## src/rtl/dense_25d_ctrl_pkg.sv

```systemverilog
// Shared types and constants for the 2.5D dense layer controller and its helpers.
package dense_25d_ctrl_pkg;

   localparam int PIX_W = 8;
   localparam int ACC_W = 32;

   typedef enum logic [1:0] {
      IDLE  = 2'd0,
      FILL  = 2'd1,
      DRAIN = 2'd2,
      OUT   = 2'd3
   } state_e;

   // Bits needed to hold every value 0..max_val inclusive.
   function automatic int cnt_width(input int max_val);
      return (max_val < 1) ? 1 : $clog2(max_val + 1);
   endfunction

endpackage

```

## src/rtl/dense_25d_ctrl_latency_down_counter.sv

```systemverilog
// Loadable down counter with an expire flag raised while the count sits at 1.
module latency_down_counter #(
   parameter int W = 3
) (
   input  logic         clk,
   input  logic         rst_n,
   input  logic         load,
   input  logic [W-1:0] load_val,
   input  logic         dec,
   output logic         expire
);

   logic [W-1:0] cnt_q, cnt_d;

   // NOTE: next-state logic assigns its default first, so no path leaves cnt_d unassigned (no latch).
   always_comb begin
      cnt_d = cnt_q;
      if (load) begin
         cnt_d = load_val;
      end else if (dec && (cnt_q != '0)) begin
         cnt_d = cnt_q - W'(1);
      end
   end

   // NOTE: state updates use non-blocking assignments so every flop samples pre-edge values.
   always_ff @(posedge clk or negedge rst_n) begin
      if (!rst_n) begin
         cnt_q <= '0;
      end else begin
         cnt_q <= cnt_d;
      end
   end

   assign expire = (cnt_q == W'(1));

endmodule

```

## src/rtl/dense_25d_ctrl.sv

```systemverilog
// Sequencer for the 2.5D dense datapath: gates one window of pixel vectors in,
// waits out the tree latency, and hands the captured result downstream.
module dense_25d_ctrl
   import dense_25d_ctrl_pkg::*;
#(
   parameter int Z_DEPTH      = 4,
   parameter int NUM_TREES    = 4,
   parameter int MA_TREE_SIZE = 9,
   parameter int PIPE_LATENCY = 6,
   parameter int CNT_W        = 16
) (
   input  logic                         clock,
   input  logic                         reset,
   input  logic                         start,
   input  logic [CNT_W-1:0]             num_windows,
   input  logic                         in_valid,
   output logic                         in_ready,
   input  logic [PIX_W*Z_DEPTH-1:0]     in_pixels,
   output logic [PIX_W*Z_DEPTH-1:0]     dp_pixels,
   output logic                         dp_shift_en,
   input  logic [ACC_W*NUM_TREES-1:0]   dp_result,
   output logic                         out_valid,
   input  logic                         out_ready,
   output logic [ACC_W*NUM_TREES-1:0]   out_data,
   output logic                         busy,
   output logic                         done
);

   localparam int FILL_W = cnt_width(MA_TREE_SIZE);
   localparam int LAT_W  = cnt_width(PIPE_LATENCY);
   localparam logic [FILL_W-1:0] FILL_MAX  = FILL_W'(MA_TREE_SIZE);
   localparam logic [FILL_W-1:0] FILL_LAST = FILL_W'(MA_TREE_SIZE - 1);
   localparam logic [LAT_W-1:0]  LAT_LOAD  = LAT_W'(PIPE_LATENCY);

   state_e                        state_q, state_d;
   logic [FILL_W-1:0]             fill_cnt_q, fill_cnt_d;
   logic [CNT_W-1:0]              remaining_q, remaining_d;
   logic [PIX_W*Z_DEPTH-1:0]      dp_pixels_q, dp_pixels_d;
   logic                          dp_shift_en_q, dp_shift_en_d;
   logic                          out_valid_q, out_valid_d;
   logic [ACC_W*NUM_TREES-1:0]    out_data_q, out_data_d;
   logic                          busy_q, busy_d;
   logic                          done_q, done_d;

   logic lat_load, lat_dec, lat_expire;
   logic in_hs, out_hs;

   assign in_ready = (state_q == FILL) && (fill_cnt_q < FILL_MAX);
   assign in_hs    = in_valid && in_ready;
   assign out_hs   = out_valid_q && out_ready;

   latency_down_counter #(.W(LAT_W)) u_lat_cnt (
      .clk      (clock),
      .rst_n    (reset),
      .load     (lat_load),
      .load_val (LAT_LOAD),
      .dec      (lat_dec),
      .expire   (lat_expire)
   );

   always_comb begin
      state_d       = state_q;
      fill_cnt_d    = fill_cnt_q;
      remaining_d   = remaining_q;
      dp_pixels_d   = '0;
      dp_shift_en_d = 1'b0;
      out_valid_d   = out_valid_q;
      out_data_d    = out_data_q;
      done_d        = 1'b0;
      lat_load      = 1'b0;
      lat_dec       = 1'b0;

      unique case (state_q)
         IDLE: begin
            if (start) begin
               remaining_d = num_windows;
               if (num_windows == '0) begin
                  done_d = 1'b1;
               end else begin
                  state_d    = FILL;
                  fill_cnt_d = '0;
               end
            end
         end
         FILL: begin
            if (in_hs) begin
               dp_pixels_d   = in_pixels;
               dp_shift_en_d = 1'b1;
               fill_cnt_d    = fill_cnt_q + FILL_W'(1);
               if (fill_cnt_q == FILL_LAST) begin
                  state_d  = DRAIN;
                  lat_load = 1'b1;
               end
            end
         end
         DRAIN: begin
            // Latency is counted from the end of the final shift cycle, so hold during it.
            lat_dec = !dp_shift_en_q;
            if (lat_dec && lat_expire) begin
               out_data_d  = dp_result;
               out_valid_d = 1'b1;
               state_d     = OUT;
            end
         end
         OUT: begin
            if (out_hs) begin
               out_valid_d = 1'b0;
               if (remaining_q != '0) begin
                  remaining_d = remaining_q - CNT_W'(1);
               end
               if (remaining_q <= CNT_W'(1)) begin
                  done_d  = 1'b1;
                  state_d = IDLE;
               end else begin
                  state_d    = FILL;
                  fill_cnt_d = '0;
               end
            end
         end
         default: state_d = IDLE;
      endcase

      busy_d = (state_d != IDLE);
   end

   always_ff @(posedge clock or negedge reset) begin
      if (!reset) begin
         state_q       <= IDLE;
         fill_cnt_q    <= '0;
         remaining_q   <= '0;
         dp_pixels_q   <= '0;
         dp_shift_en_q <= 1'b0;
         out_valid_q   <= 1'b0;
         out_data_q    <= '0;
         busy_q        <= 1'b0;
         done_q        <= 1'b0;
      end else begin
         state_q       <= state_d;
         fill_cnt_q    <= fill_cnt_d;
         remaining_q   <= remaining_d;
         dp_pixels_q   <= dp_pixels_d;
         dp_shift_en_q <= dp_shift_en_d;
         out_valid_q   <= out_valid_d;
         out_data_q    <= out_data_d;
         busy_q        <= busy_d;
         done_q        <= done_d;
      end
   end

   assign dp_pixels   = dp_pixels_q;
   assign dp_shift_en = dp_shift_en_q;
   assign out_valid   = out_valid_q;
   assign out_data    = out_data_q;
   assign busy        = busy_q;
   assign done        = done_q;

endmodule

```

## config.mk

```make
export PLATFORM = sky130hd
export DESIGN_NAME = dense_25d_ctrl
export DESIGN_NICKNAME = d
export VERILOG_FILES = /design/src/rtl/dense_25d_ctrl_pkg.sv /design/src/rtl/dense_25d_ctrl_latency_down_counter.sv /design/src/rtl/dense_25d_ctrl.sv
export SDC_FILE = /design/constraint.sdc
export NUM_CORES = 1
export LEC_CHECK = 0
export BUFFER_PORTS_ARGS = -buffer_cell sky130_fd_sc_hd__buf_2
export CAP_MARGIN = 20
export CORE_AREA = 2 2 135 137
export DETAILED_ROUTE_END_ITERATION = 10
export DIE_AREA = 0 0 137 139
export PLACE_DENSITY_LB_ADDON = 0.08
export SLEW_MARGIN = 20
export SYNTH_ARGS = -nofsm -noshare
export SYNTH_HDL_FRONTEND = slang
export SYNTH_SLANG_ARGS = --single-unit
```

## constraint.sdc

```tcl
create_clock -name clock -period 3.3 [get_ports clock]
set_input_delay 0.66 -clock clock [delete_from_list [all_inputs] [get_ports clock]]
set_output_delay 0.66 -clock clock [all_outputs]
set_load 0.01 [all_outputs]
```

Yosys cells after proc, flatten, opt, wreduce, memory -nomap -nowiden
Cells that the tools add are included.
{ "totals": {"input_bits": 181, "elab_cells": 82, "register_bits": 189, "output_inout_bits": 165} }
{ "op_classes": {"n_addsub": 3, "n_eq_ne": 12, "reduce_logical": 19, "mux": 36, "n_lt_le_gt_ge": 2} }
{ "op_table": {"columns": ["op", "n"], "rows": [
  ["$mux W32", 2],
  ["$mux W16", 3],
  ["$pmux W16 S2", 1],
  ["$mux W4", 5],
  ["$le A16 B1 Y1 const B", 1],
  ["$logic_not A16 Y1", 1],
  ["$reduce_bool A16 Y1", 1],
  ["$sub A16 B1 Y16 const B", 1],
  ["$ne A2 B2 Y1 const B", 7],
  ["$mux W1", 13],
  ["$mux W2", 6],
  ["$pmux W4 S3", 1],
  ["$pmux W2 S4", 1],
  ["$reduce_bool A2 Y1", 4],
  ["$mux W3", 2],
  ["$reduce_and A6 Y1", 1],
  ["$reduce_bool A3 Y1", 2],
  ["$logic_and A1 B1 Y1", 5],
  ["$add A4 B1 Y4 const B", 1],
  ["$eq A2 B2 Y1 const B", 2],
  ["$eq A4 B4 Y1 const B", 1],
  ["$lt A4 B4 Y1 const B", 1],
  ["$pmux W1 S2", 2],
  ["$reduce_and A4 Y1", 1],
  ["7 further kinds", 7]
]} }

Logic depth before layout (Yosys ltp)
{ "logic_depth": {"ltp_word": 6, "ltp_mapped": 9} }

Hierarchy
From an unflattened synthesis, not the netlist that was laid out.
{ "hier_totals": {"cells_unflattened": 845, "area_unflattened_um2": 7838.8} }
{ "by_module_without_submodules": {"columns": ["module", "instances", "area_per_inst_um2", "cells_each"], "rows": [
  ["dense_25d_ctrl", 1, 7617.3, 821],
  ["latency_down_counter", 1, 221.5, 24]
]} }

Least setup slack after synthesis
OpenSTA, ideal clock, no wires.
{ "synth_timing": {"path_type": "reg2reg", "from": "reg remaining_q[7]", "to": "reg remaining_q[7]", "n_path_buf": 2, "synth_period_minus_slack_ps": 2379, "arrival_ps": 2252, "required_time_ps": 3173, "setup_time_ps": 127, "path_stages_with_launch": 8, "setup_slack_ps": 921, "path_cell_list": "dfrtp_1 > or4_1 > buf_2 > or4_4 > or3_1 > buf_2 > a22oi_1 > o21ai_1"} }
{ "synth_between": {"elab_chain_len": 4, "word_cells_on_any_way": 7, "cone_classes": "add/sub: 1; eq/ne: 1; mux: 3; reduce/logical: 2"} }
{ "synth_lines": {"columns": ["item", "line", "text"], "rows": [
  ["start: declaration", "dense_25d_ctrl.sv:37", "logic [CNT_W-1:0] remaining_q, remaining_d;"],
  ["start signal: assignment", "dense_25d_ctrl.sv:140", "remaining_q <= remaining_d;"],
  ["$sub A16 B1 Y16", "dense_25d_ctrl.sv:109", "remaining_d = remaining_q - CNT_W'(1);"],
  ["$mux W16", "dense_25d_ctrl.sv:108", "if (remaining_q != '0) begin"],
  ["$mux W16", "dense_25d_ctrl.sv:106", "if (out_hs) begin"],
  ["$pmux W16 S2", "dense_25d_ctrl.sv:73", "unique case (state_q)"]
]} }
Several ways; a longest one is shown, not always the timed one. The select of a mux whose other input is x is not followed.
A chain may end at the register's enable or synchronous reset.

Final worst setup path
{ "layout_timing": {"from": "reg remaining_q[6]", "to": "reg remaining_q[5]"} }
{ "layout_between": {"elab_chain_len": 3} }
{ "layout_lines": {"columns": ["item", "line"], "rows": [
  ["$reduce_bool A16 Y1", "dense_25d_ctrl.sv:108"],
  ["$ne A2 B2 Y1 (no line)", null],
  ["$reduce_and A4 Y1 (no line)", null]
]} }
No other way between the ends.

==> metrics.md <==
| Metric | Value |
|---|---|
| Fraction of final layout cells with drive strength greater than 1 | `0.568` |
| Number of sinks driven by the clock tree | `189` |
| Setup repair after global routing missed its margin | `no` |
| Predominant post-synthesis flop cell | `sky130_fd_sc_hd__dfrtp_1` |
| Most common cell after layout, fill and taps aside | `sky130_fd_sc_hd__buf_2` |
| Final global-route overflow total | `0` |
| Worst hold path type | `in -> async` |
| Number of H-tree levels | `4` |
| Inserted Clock Buffers | `17` |
| Area of all placed cells without fillers | `10300 sq um` |
| P per Cell Area | `565 nW/um^2` |
| Starting Density | `0.437` |
| Hold violation total from the final report | `0` |
| Antenna violations before repair | `3` |
| First-iteration detailed-routing DRC count | `218` |
| Yosys reg bits | `189` |
| Number of cells in the finished layout apart from fillers | `1155` |
| Final core area utilization | `0.584` |
| Count of flip-flops with a built-in enable after synthesis | `0` |
| DR vias | `5992` |
| Number of remaining DRC errors | `0` |
| Post-route setup slack | `0.630 ns` |
| Data required time at the worst endpoint | `3.61 ns` |
| Leak | `5.86 nW` |
| Global-route wire length before repair | `32.1 mm` |
| Routed Wire Length | `20.8 mm` |
| Number of cells produced by synthesis | `571` |
| Reported max-cap violation count | `0` |
| WHS | `0.268 ns` |
| Tcrit/Tclk final | `0.809` |
| Final setup fails | `0` |
| Post-CTS Setup Bufs | `0` |
| Count of cells resized by post-cts repair | `0` |
| Share of the yosys chip area belonging to registers | `0.614` |
| Maximum buffer depth of the clock tree | `2` |
| Relative slew slack | `0.378` |
| Min Clock Period, post-route | `2.67 ns` |
| CTS clock-pin slew for the worst setup and hold paths | `0.07 ns` |
| Highest achievable clock rate | `375 MHz` |
| Mapped Nets | `765` |
| Status | `finished clean` |
| Most frequent cells in the layout | `sky130_fd_sc_hd__buf_2 (344), sky130_fd_sc_hd__dfrtp_1 (189), sky130_fd_sc_hd__mux2_2 (128)` |
| Worst Skew | `0.00831 ns` |
| Max-slew violations | `0` |
| Start-to-end type of the worst setup path | `reg -> reg` |
| Final layout net count | `1105` |
| Peak supply drop | `0.000357 V` |
| Actual transition at the worst max-transition pin | `0.930 ns` |
| Post-synthesis to final-layout area growth | `33.8%` |
| Vert. Die Dim | `139 um` |
| Tot GR Track Use | `0.218` |
| Area of placed instances | `9720 sq um` |
| Setup slack at placement | `0.649 ns` |
| Die area | `19000 sq um` |
| Number of top-level pins | `346` |
| Maximum fanout along the worst path | `7` |
| Hpwl dp | `15.8 mm` |
| Overall power after layout | `5.82 mW` |
| Netlist area before placement | `7710 sq um` |
| Syn. warnings | `0` |
| Number of rows created at floorplan | `49` |
| Endpoint arrival time on the critical path | `2.98 ns` |
| Vias in the first global route | `6215` |
| Startpoint class of the critical path | `flip-flop` |
| Number of buffer cells added on primary ports | `345` |
| Number of search-and-repair iterations in the first detailed-routing pass | `5` |
| Source-to-sink clock delay at the later pin of the worst-skew pair | `0.42 ns` |
| Fill cell count | `1512` |
| Placed Cells | `1121` |
| Core Box Area | `17700 sq um` |
| Sum Neg Setup Slack | `0 ns` |
| TritonCTS clock tree | `built` |
| Post-CTS Hold Buffers | `0` |
| Weighted congestion reported at the end of routability-driven placement | `0.863` |
| Share of flip-flops with an asynchronous set or reset | `1.00` |
| Crit path capture type | `flip-flop` |
| Root Buffer | `sky130_fd_sc_hd__clkbuf_16` |
| Drt via density | `5.19` |
| Post-detailed-route wirelength per cell | `18.0 um` |
| Average size of a mapped cell | `13.5 sq um` |
| Antenna viol nets, final | `0` |
| Count of different cell masters after synthesis | `48` |
| Maximum number of pins on one net before global-route repair | `78` |
| Width of the chip | `137 um` |
## path summary, 6_finish.rpt
path / slack, ns / startpoint / end / cells past startpoint
max: 0.63 / remaining_q[6] / remaining_q[5] / 5
min: 0.27 / reset / dp_pixels[16] / 1
max reg2reg: 0.63 / remaining_q[6] / remaining_q[5] / 5
min reg2reg: 0.50 / out_data[45] / out_data[45] / 1
max in group asynchronous: 2.25 / reset / fill_cnt_q[2] / 2
min in group clock: 0.47 / dp_result[20] / out_data[20] / 2
## cell usage after synthesis (all sizes together) (10+ instances only)
cell type    n  area [sq um]
and3        33           206
o21ai       17          85.1
nor3        11          65.1
dfrtp      189          4730
inv         15          56.3
mux2       128          1440
nand2       17          63.8
a21oi       10          50.1
ha          13           163
clkbuf      29           109
nor2        21          78.8
nand3       10          50.1
## worst max-delay path, cell delays in order (launching register included)
cell	delay, ns
sky130_fd_sc_hd__dfrtp_1	0.42
sky130_fd_sc_hd__or4_1	0.66
sky130_fd_sc_hd__or4_4	0.57
sky130_fd_sc_hd__nor3_2	0.43
sky130_fd_sc_hd__nor2_1	0.17
sky130_fd_sc_hd__o221a_2	0.30
## flip-flops by register name (all words and copies together), names as in the netlist
signal	flops
busy	1
done	1
dp_pixels	32
dp_shift_en	1
fill_cnt_q	4
out_data	128
out_valid	1
remaining_q	16
state_q	2
u_lat_cnt.cnt_q	3
## power breakdown
group          switching (mW)  internal [mW]
sequential              0.190           2.53
clock                   0.931           1.10
combinational           0.622          0.458
## layout make-up
type                            instances  area [sq um]  share of cell area
Sequential cell                       189          4730               0.459
Multi-Input combinational cell        336          2810               0.273
Timing Repair Buffer                  352          1840               0.178
Clock buffer                           18           439              0.0426
Tap cell                              229           287              0.0278
Clock inverter                         14           150              0.0146
Inverter                               15          56.3             0.00546
Antenna cell                            2          5.00            0.000485
## cell families after synthesis
kind of cell    after synthesis  synth area share
xor+xnor                      1           0.00114
mux                         132             0.192
fa+ha+maj                    13            0.0211
simple gates                130            0.0942
compound gates               60            0.0550
flops                       189             0.614
buf+inv                      46            0.0227
## layer usage
layer | part of all wire | vias to the layer above | global-route usage | routed length, um
met3 | 0.070 | 48 | 0.0537 | 1440
li1 | - | 2744 | - | -
met1 | 0.37 | 2941 | 0.240 | 7730
met2 | 0.52 | 257 | 0.391 | 10900
met4 | 0.034 | 2 | 0.101 | 699
met5 | 0.00063 | - | 0 | 13
Power figures use the tool's default switching activity.
